### config.mk
export PLATFORM = sky130hd
export DESIGN_NAME = midi_voice_decoder
export DESIGN_NICKNAME = d
export VERILOG_FILES = /design/src/rtl/midi_pkg.sv /design/src/rtl/midi_byte_classifier.sv /design/src/rtl/midi_voice_decoder.sv
export SDC_FILE = /design/constraint.sdc
export NUM_CORES = 1
export LEC_CHECK = 0
export BUFFER_PORTS_ARGS = -buffer_cell sky130_fd_sc_hd__buf_4
export CAP_MARGIN = 20
export CELL_PAD_IN_SITES_DETAIL_PLACEMENT = 0
export CELL_PAD_IN_SITES_GLOBAL_PLACEMENT = 1
export CORE_MARGIN = 5
export CORE_UTILIZATION = 40
export CTS_BUF_LIST = sky130_fd_sc_hd__clkbuf_4
export DETAILED_ROUTE_END_ITERATION = 10
export GPL_TIMING_DRIVEN = 0
export PLACE_DENSITY = 0.78
export RECOVER_POWER = 50
export SYNTH_ARGS = -nofsm -noshare
export SYNTH_HDL_FRONTEND = slang
export SYNTH_SLANG_ARGS = --single-unit
### constraint.sdc
create_clock -name clk_i -period 4.43 [get_ports clk_i]
set_input_delay 0.443 -clock clk_i [delete_from_list [all_inputs] [get_ports clk_i]]
set_output_delay 0.443 -clock clk_i [all_outputs]
set_load 0.01 [all_outputs]
### src/rtl/midi_pkg.sv
// Shared MIDI definitions: status nibbles, controller numbers, parser states
// and the per-status data length used by the voice decoder.
package midi_pkg;

  localparam logic [3:0] NOTE_OFF = 4'h8;
  localparam logic [3:0] NOTE_ON  = 4'h9;
  localparam logic [3:0] POLY_AT  = 4'hA;
  localparam logic [3:0] CC       = 4'hB;
  localparam logic [3:0] PROG     = 4'hC;
  localparam logic [3:0] CH_AT    = 4'hD;
  localparam logic [3:0] BEND     = 4'hE;

  localparam logic [6:0] CC_ALL_NOTES_OFF = 7'd123;

  typedef enum logic [1:0] {
    IDLE    = 2'd0,
    WAIT_D1 = 2'd1,
    WAIT_D2 = 2'd2
  } parser_state_e;

  // Program change and channel aftertouch carry one data byte, the rest two.
  function automatic logic [1:0] data_len(input logic [3:0] nibble);
    if (nibble == PROG || nibble == CH_AT) begin
      return 2'd1;
    end
    return 2'd2;
  endfunction

endpackage

### src/rtl/midi_byte_classifier.sv
// Combinational sorter of a raw MIDI byte into data, realtime,
// system common/SysEx or channel status.
module midi_byte_classifier (
  input  logic [7:0] rx_data_i,
  output logic       is_data_o,
  output logic       is_realtime_o,
  output logic       is_syscommon_o,
  output logic       is_status_o
);

  assign is_data_o      = ~rx_data_i[7];
  assign is_realtime_o  = (rx_data_i[7:3] == 5'b11111);
  assign is_syscommon_o = (rx_data_i[7:3] == 5'b11110);
  assign is_status_o    = rx_data_i[7] & (rx_data_i[7:4] != 4'hF);

endmodule

### src/rtl/midi_voice_decoder.sv
// Monophonic MIDI voice decoder: turns the UART byte stream into note,
// velocity, program and gate controls for the nco, with running status.
module midi_voice_decoder
  import midi_pkg::*;
#(
  parameter int CHANNEL = 0,
  parameter bit OMNI    = 1'b0
) (
  input  logic       clk_i,
  input  logic       rst_ni,
  input  logic [7:0] rx_data_i,
  input  logic       rx_valid_i,
  output logic [6:0] note_num_o,
  output logic [6:0] note_vel_o,
  output logic [6:0] program_o,
  output logic       gate_o,
  output logic       note_stb_o
);

  localparam logic [3:0] CH = 4'(CHANNEL);

  parser_state_e state_q, state_d;
  logic [7:0] status_q, status_d;
  logic [6:0] d1_q, d1_d;
  logic [6:0] note_num_q, note_num_d;
  logic [6:0] note_vel_q, note_vel_d;
  logic [6:0] program_q, program_d;
  logic       gate_q, gate_d;
  logic       note_stb_q, note_stb_d;

  logic is_data, is_realtime, is_syscommon, is_status;

  midi_byte_classifier u_classifier (
    .rx_data_i      (rx_data_i),
    .is_data_o      (is_data),
    .is_realtime_o  (is_realtime),
    .is_syscommon_o (is_syscommon),
    .is_status_o    (is_status)
  );

  logic       complete;
  logic [6:0] msg_d1;
  logic [6:0] msg_d2;
  logic       ch_match;

  assign ch_match = OMNI || (status_q[3:0] == CH);

  always_comb begin
    state_d    = state_q;
    status_d   = status_q;
    d1_d       = d1_q;
    note_num_d = note_num_q;
    note_vel_d = note_vel_q;
    program_d  = program_q;
    gate_d     = gate_q;
    note_stb_d = 1'b0;
    complete   = 1'b0;
    msg_d1     = d1_q;
    msg_d2     = rx_data_i[6:0];

    if (rx_valid_i) begin
      if (is_realtime) begin
        state_d = state_q;
      end else if (is_syscommon) begin
        status_d = 8'h00;
        state_d  = IDLE;
      end else if (is_status) begin
        // Latched even for a foreign channel so running status stays aligned.
        status_d = rx_data_i;
        state_d  = WAIT_D1;
      end else if (is_data) begin
        unique case (state_q)
          WAIT_D1: begin
            d1_d = rx_data_i[6:0];
            if (data_len(status_q[7:4]) == 2'd1) begin
              complete = 1'b1;
              msg_d1   = rx_data_i[6:0];
              msg_d2   = 7'd0;
            end else begin
              state_d = WAIT_D2;
            end
          end
          WAIT_D2: begin
            complete = 1'b1;
            state_d  = WAIT_D1;
          end
          default: state_d = state_q;
        endcase
      end
    end

    if (complete && ch_match) begin
      unique case (status_q[7:4])
        NOTE_ON, NOTE_OFF: begin
          if (status_q[7:4] == NOTE_ON && msg_d2 != 7'd0) begin
            note_num_d = msg_d1;
            note_vel_d = msg_d2;
            gate_d     = 1'b1;
            note_stb_d = 1'b1;
          end else if (gate_q && msg_d1 == note_num_q) begin
            gate_d     = 1'b0;
            note_vel_d = 7'd0;
          end
        end
        PROG: program_d = msg_d1;
        CC: begin
          if (msg_d1 == CC_ALL_NOTES_OFF) begin
            gate_d     = 1'b0;
            note_vel_d = 7'd0;
          end
        end
        default: gate_d = gate_q;
      endcase
    end
  end

  always_ff @(posedge clk_i or negedge rst_ni) begin
    if (!rst_ni) begin
      state_q    <= IDLE;
      status_q   <= 8'h00;
      d1_q       <= 7'd0;
      note_num_q <= 7'd0;
      note_vel_q <= 7'd0;
      program_q  <= 7'd0;
      gate_q     <= 1'b0;
      note_stb_q <= 1'b0;
    end else begin
      state_q    <= state_d;
      status_q   <= status_d;
      d1_q       <= d1_d;
      note_num_q <= note_num_d;
      note_vel_q <= note_vel_d;
      program_q  <= program_d;
      gate_q     <= gate_d;
      note_stb_q <= note_stb_d;
    end
  end

  assign note_num_o = note_num_q;
  assign note_vel_o = note_vel_q;
  assign program_o  = program_q;
  assign gate_o     = gate_q;
  assign note_stb_o = note_stb_q;

endmodule

==> impl_metrics.yaml <==
outcome:
  status: "finished with violations"
  violations: "capacitance limit, slew limit"
synth:
  yosysTopAreaCellShare: 0.485
  ys_ff_latch: 40
  synth.distinct_cells: 43
  syn_area_mm2: 0.00206
  synthTopCellsByArea: "dfrtp_1 (48%), nand2_1 (10%), o21ai_0 (7.8%)"
  synth_ff_type: "dfrtp_1"
  synth.avg_cell_area_um2: 9.26
  synthArstFlopShare: 1.00
  synth-edff-count: 0
  yosysWarnings: 0
  yosys.area.top_type: "dfrtp_1"
  yosysSeqAreaShare: 0.485
  syn-num-nets: 236
  syn_inst: 223
global_route:
  grt_max_degree: 41
  grt_pass1_wl_um: 8140
  antenna_found_initial: 0
  grt_use_total: 0.162
  grt_pass1_vias: 1653
  overflow: 0
clock_tree:
  clockRootBuffer: "clkbuf_4"
  cts.sinks: 40
  clkLatencyLatePin_ns: 0.34
  cts_buffers: 5
  clockBufferDepth: 2
  post_cts.repair.setup_buffers: 0
  clk_pin_slew_ns: 0.11
  cts_tree: "done"
  cts_resized: 0
  cts_hold_buf: 0
  h-tree-depth: 2
finish:
  layout.area.seq_mm2: 0.00100
  n_fill_cell: 537
  layout_commonest_cell: "nand2_1"
  syn2layout_area_growth_pct: 15.6
  fin_area_mm2: 0.00239
  multi_input_area_um2: 953
  n_antenna_cell: 0
  final_cell_mix: "nand2_1 (55), dfrtp_1 (40), o21ai_0 (32), buf_4 (25)"
  final_nets: 274
  drive_above_1_share: 0.165
setup_path:
  critical_path_buf_inv_count: 2
  slowest_stage: "dfrtp_1"
  crit_start: "state_q[1]$_DFFE_PN0P_"
  slowest_delay_ns: 0.41
  reg2regPathDepth: 10
  critical_path_cell_count: 10
  cp.arrival_ns: 3.17
  critPathRequiredTime_ns: 4.66
  start_kind: "register"
  r2r_setup_slack_ns: 1.49
  r2r-start: "state_q[1]$_DFFE_PN0P_"
  cp_max_fo: 10
  path_cells: "inv_1 -> ha_1 -> nand3b_1 -> nor2_4 -> buf_8 -> mux2i_1 -> o2bb2ai_1 -> or3_4 -> a211oi_4 -> mux2_4"
  critical_path_class: "register to register"
  critPathTopFamily: "simple AND/OR/NAND/NOR gates"
  end_kind: "register"
drt:
  drtAntennaViolNets: 0
  first_iter_violations: 71
  vias: 1694
  routedWlPerCell_um: 14.9
  drcViolationCount: 0
  drtPass1Iterations: 4
  vias_per_cell: 5.12
  routed_wl_um: 4930
sta:
  hold_viol_final: 0
  post-route-period-util: 0.663
  hold_ws_ns: 0.354
  final-max-slew-violation-count: 41
  min_period_ns: 2.94
  fmax_mhz: 340
  final.setup_skew_ns: 0.0104
  finalSetupViolations: 0
  worst_pin_slew_ns: 2.15
  grt_setup_unrepaired: "false"
  maxSlewHeadroom: -0.435
  fin_tns_setup_ns: 0
flow_run:
  cap_violations: 1
placed_design:
  dp_hpwl_um: 3680
  finalWeightedCongestion: 0.816
  io_buffers: 31
  place_area_mm2: 0.00238
die:
  start_util: 0.407
  ios: 34
  die_x_um: 81.8
  dieArea_mm2: 0.00670
  row_count: 26
  die_height_um: 81.8
  core_mm2: 0.00507
power:
  ir_drop_v: 0.000179
  p_per_area_mw_per_mm2: 402
  power.leakage_nw: 1.09
min_path:
  min_from: "rx_data_i[3]"
  hold_path_class: "input pin to register"
  hold_path_depth: 3
[power breakdown]
part / internal [mW] / total [mW] / switching (mW)
logic: 0.135 / 0.297 / 0.162
registers: 0.436 / 0.496 / 0.0608
clock network: 0.0555 / 0.167 / 0.112
total: 0.626 / 0.961 / 0.335
[cells in the mapped netlist (2+ instances only)]
cell type	count
and2b_2	2
and3_1	3
buf_4	2
clkbuf_1	5
dfrtp_1	40
ha_1	2
inv_1	13
mux2_4	2
mux2i_1	5
nand2_1	55
nand2b_1	6
nand3_1	8
nand3b_4	2
nand4_1	4
nor2_1	4
nor2b_1	3
nor3_1	3
nor4_1	2
o211ai_1	2
o21a_1	2
o21ai_0	32
o221ai_1	2
o22ai_1	3
xnor2_1	2
[sequential cells by signal (all words and copies together), names as in the netlist]
name	count
gate_o	1
program_o	7
note_stb_o	1
note_num_o	7
note_vel_o	7
d1_q	7
state_q	2
status_q	8
[stage by stage]
| step | util | setup slack, ns | power [mW] | std cells |
|---|---|---|---|---|
| global placement | 0.470 | 1.67 | 0.806 | 324 |
| detailed placement | 0.470 | 1.64 | 0.812 | 324 |
| global route | 0.470 | 1.25 | 1.03 | 331 |
| finish | 0.470 | 1.49 | 0.961 | 331 |
| floorplan | - | 1.92 | 0.699 | 223 |
| CTS | 0.479 | 1.62 | 0.981 | 331 |
[final timing paths]
path / endpoint
worst max-delay path: note_vel_o[5]$_DFFE_PN0P_
worst min-delay path: note_vel_o[3]$_DFFE_PN0P_
worst max register to register: note_vel_o[5]$_DFFE_PN0P_
worst min register to register: program_o[0]$_DFFE_PN0P_
max in group asynchronous: program_o[4]$_DFFE_PN0P_
min in group asynchronous: status_q[0]$_DFFE_PN0P_
[cell families (layout without fill, tap and decap cells)]
logic type               count (synthesis)  after routing  share of synthesized area
AND/OR/NAND/NOR                         99             99                      0.248
AO/OA/AOI/OAI                           51             51                      0.155
flip-flops                              40             40                      0.485
buffers and inverters                   21             59                     0.0473
multiplexers                             8              8                     0.0442
adder cells (fa/ha/maj)                  2              2                     0.0121
XOR/XNOR                                 2              2                    0.00849
[cell type report]
cell class	instances	area share
clock inverter	2	0.00314
inverter	13	0.0204
clock buffer	5	0.0157
sequential	40	0.419
tap	70	0.0367
timing repair buffer	31	0.0849
buffer	8	0.0204
multi-input combinational	162	0.399
[worst register-to-register path, stage by stage, from the launching register on]
cell       delay [ns]
dfrtp_1          0.41
inv_1            0.06
ha_1             0.19
nand3b_1         0.28
nor2_4           0.21
buf_8            0.15
mux2i_1          0.28
o2bb2ai_1        0.11
or3_4            0.40
a211oi_4         0.41
mux2_4           0.34
[routing by layer]
layer / part of all wire / up-vias / GRT usage / wire length [um]
li1: - / 847 / - / -
met5: 0 / - / 0 / 0
met3: 0.032 / 2 / 0.0384 / 160
met4: 0.0051 / 0 / 0.0449 / 25
met2: 0.48 / 33 / 0.263 / 2360
met1: 0.48 / 812 / 0.214 / 2390
Power figures use the tool's default switching activity.
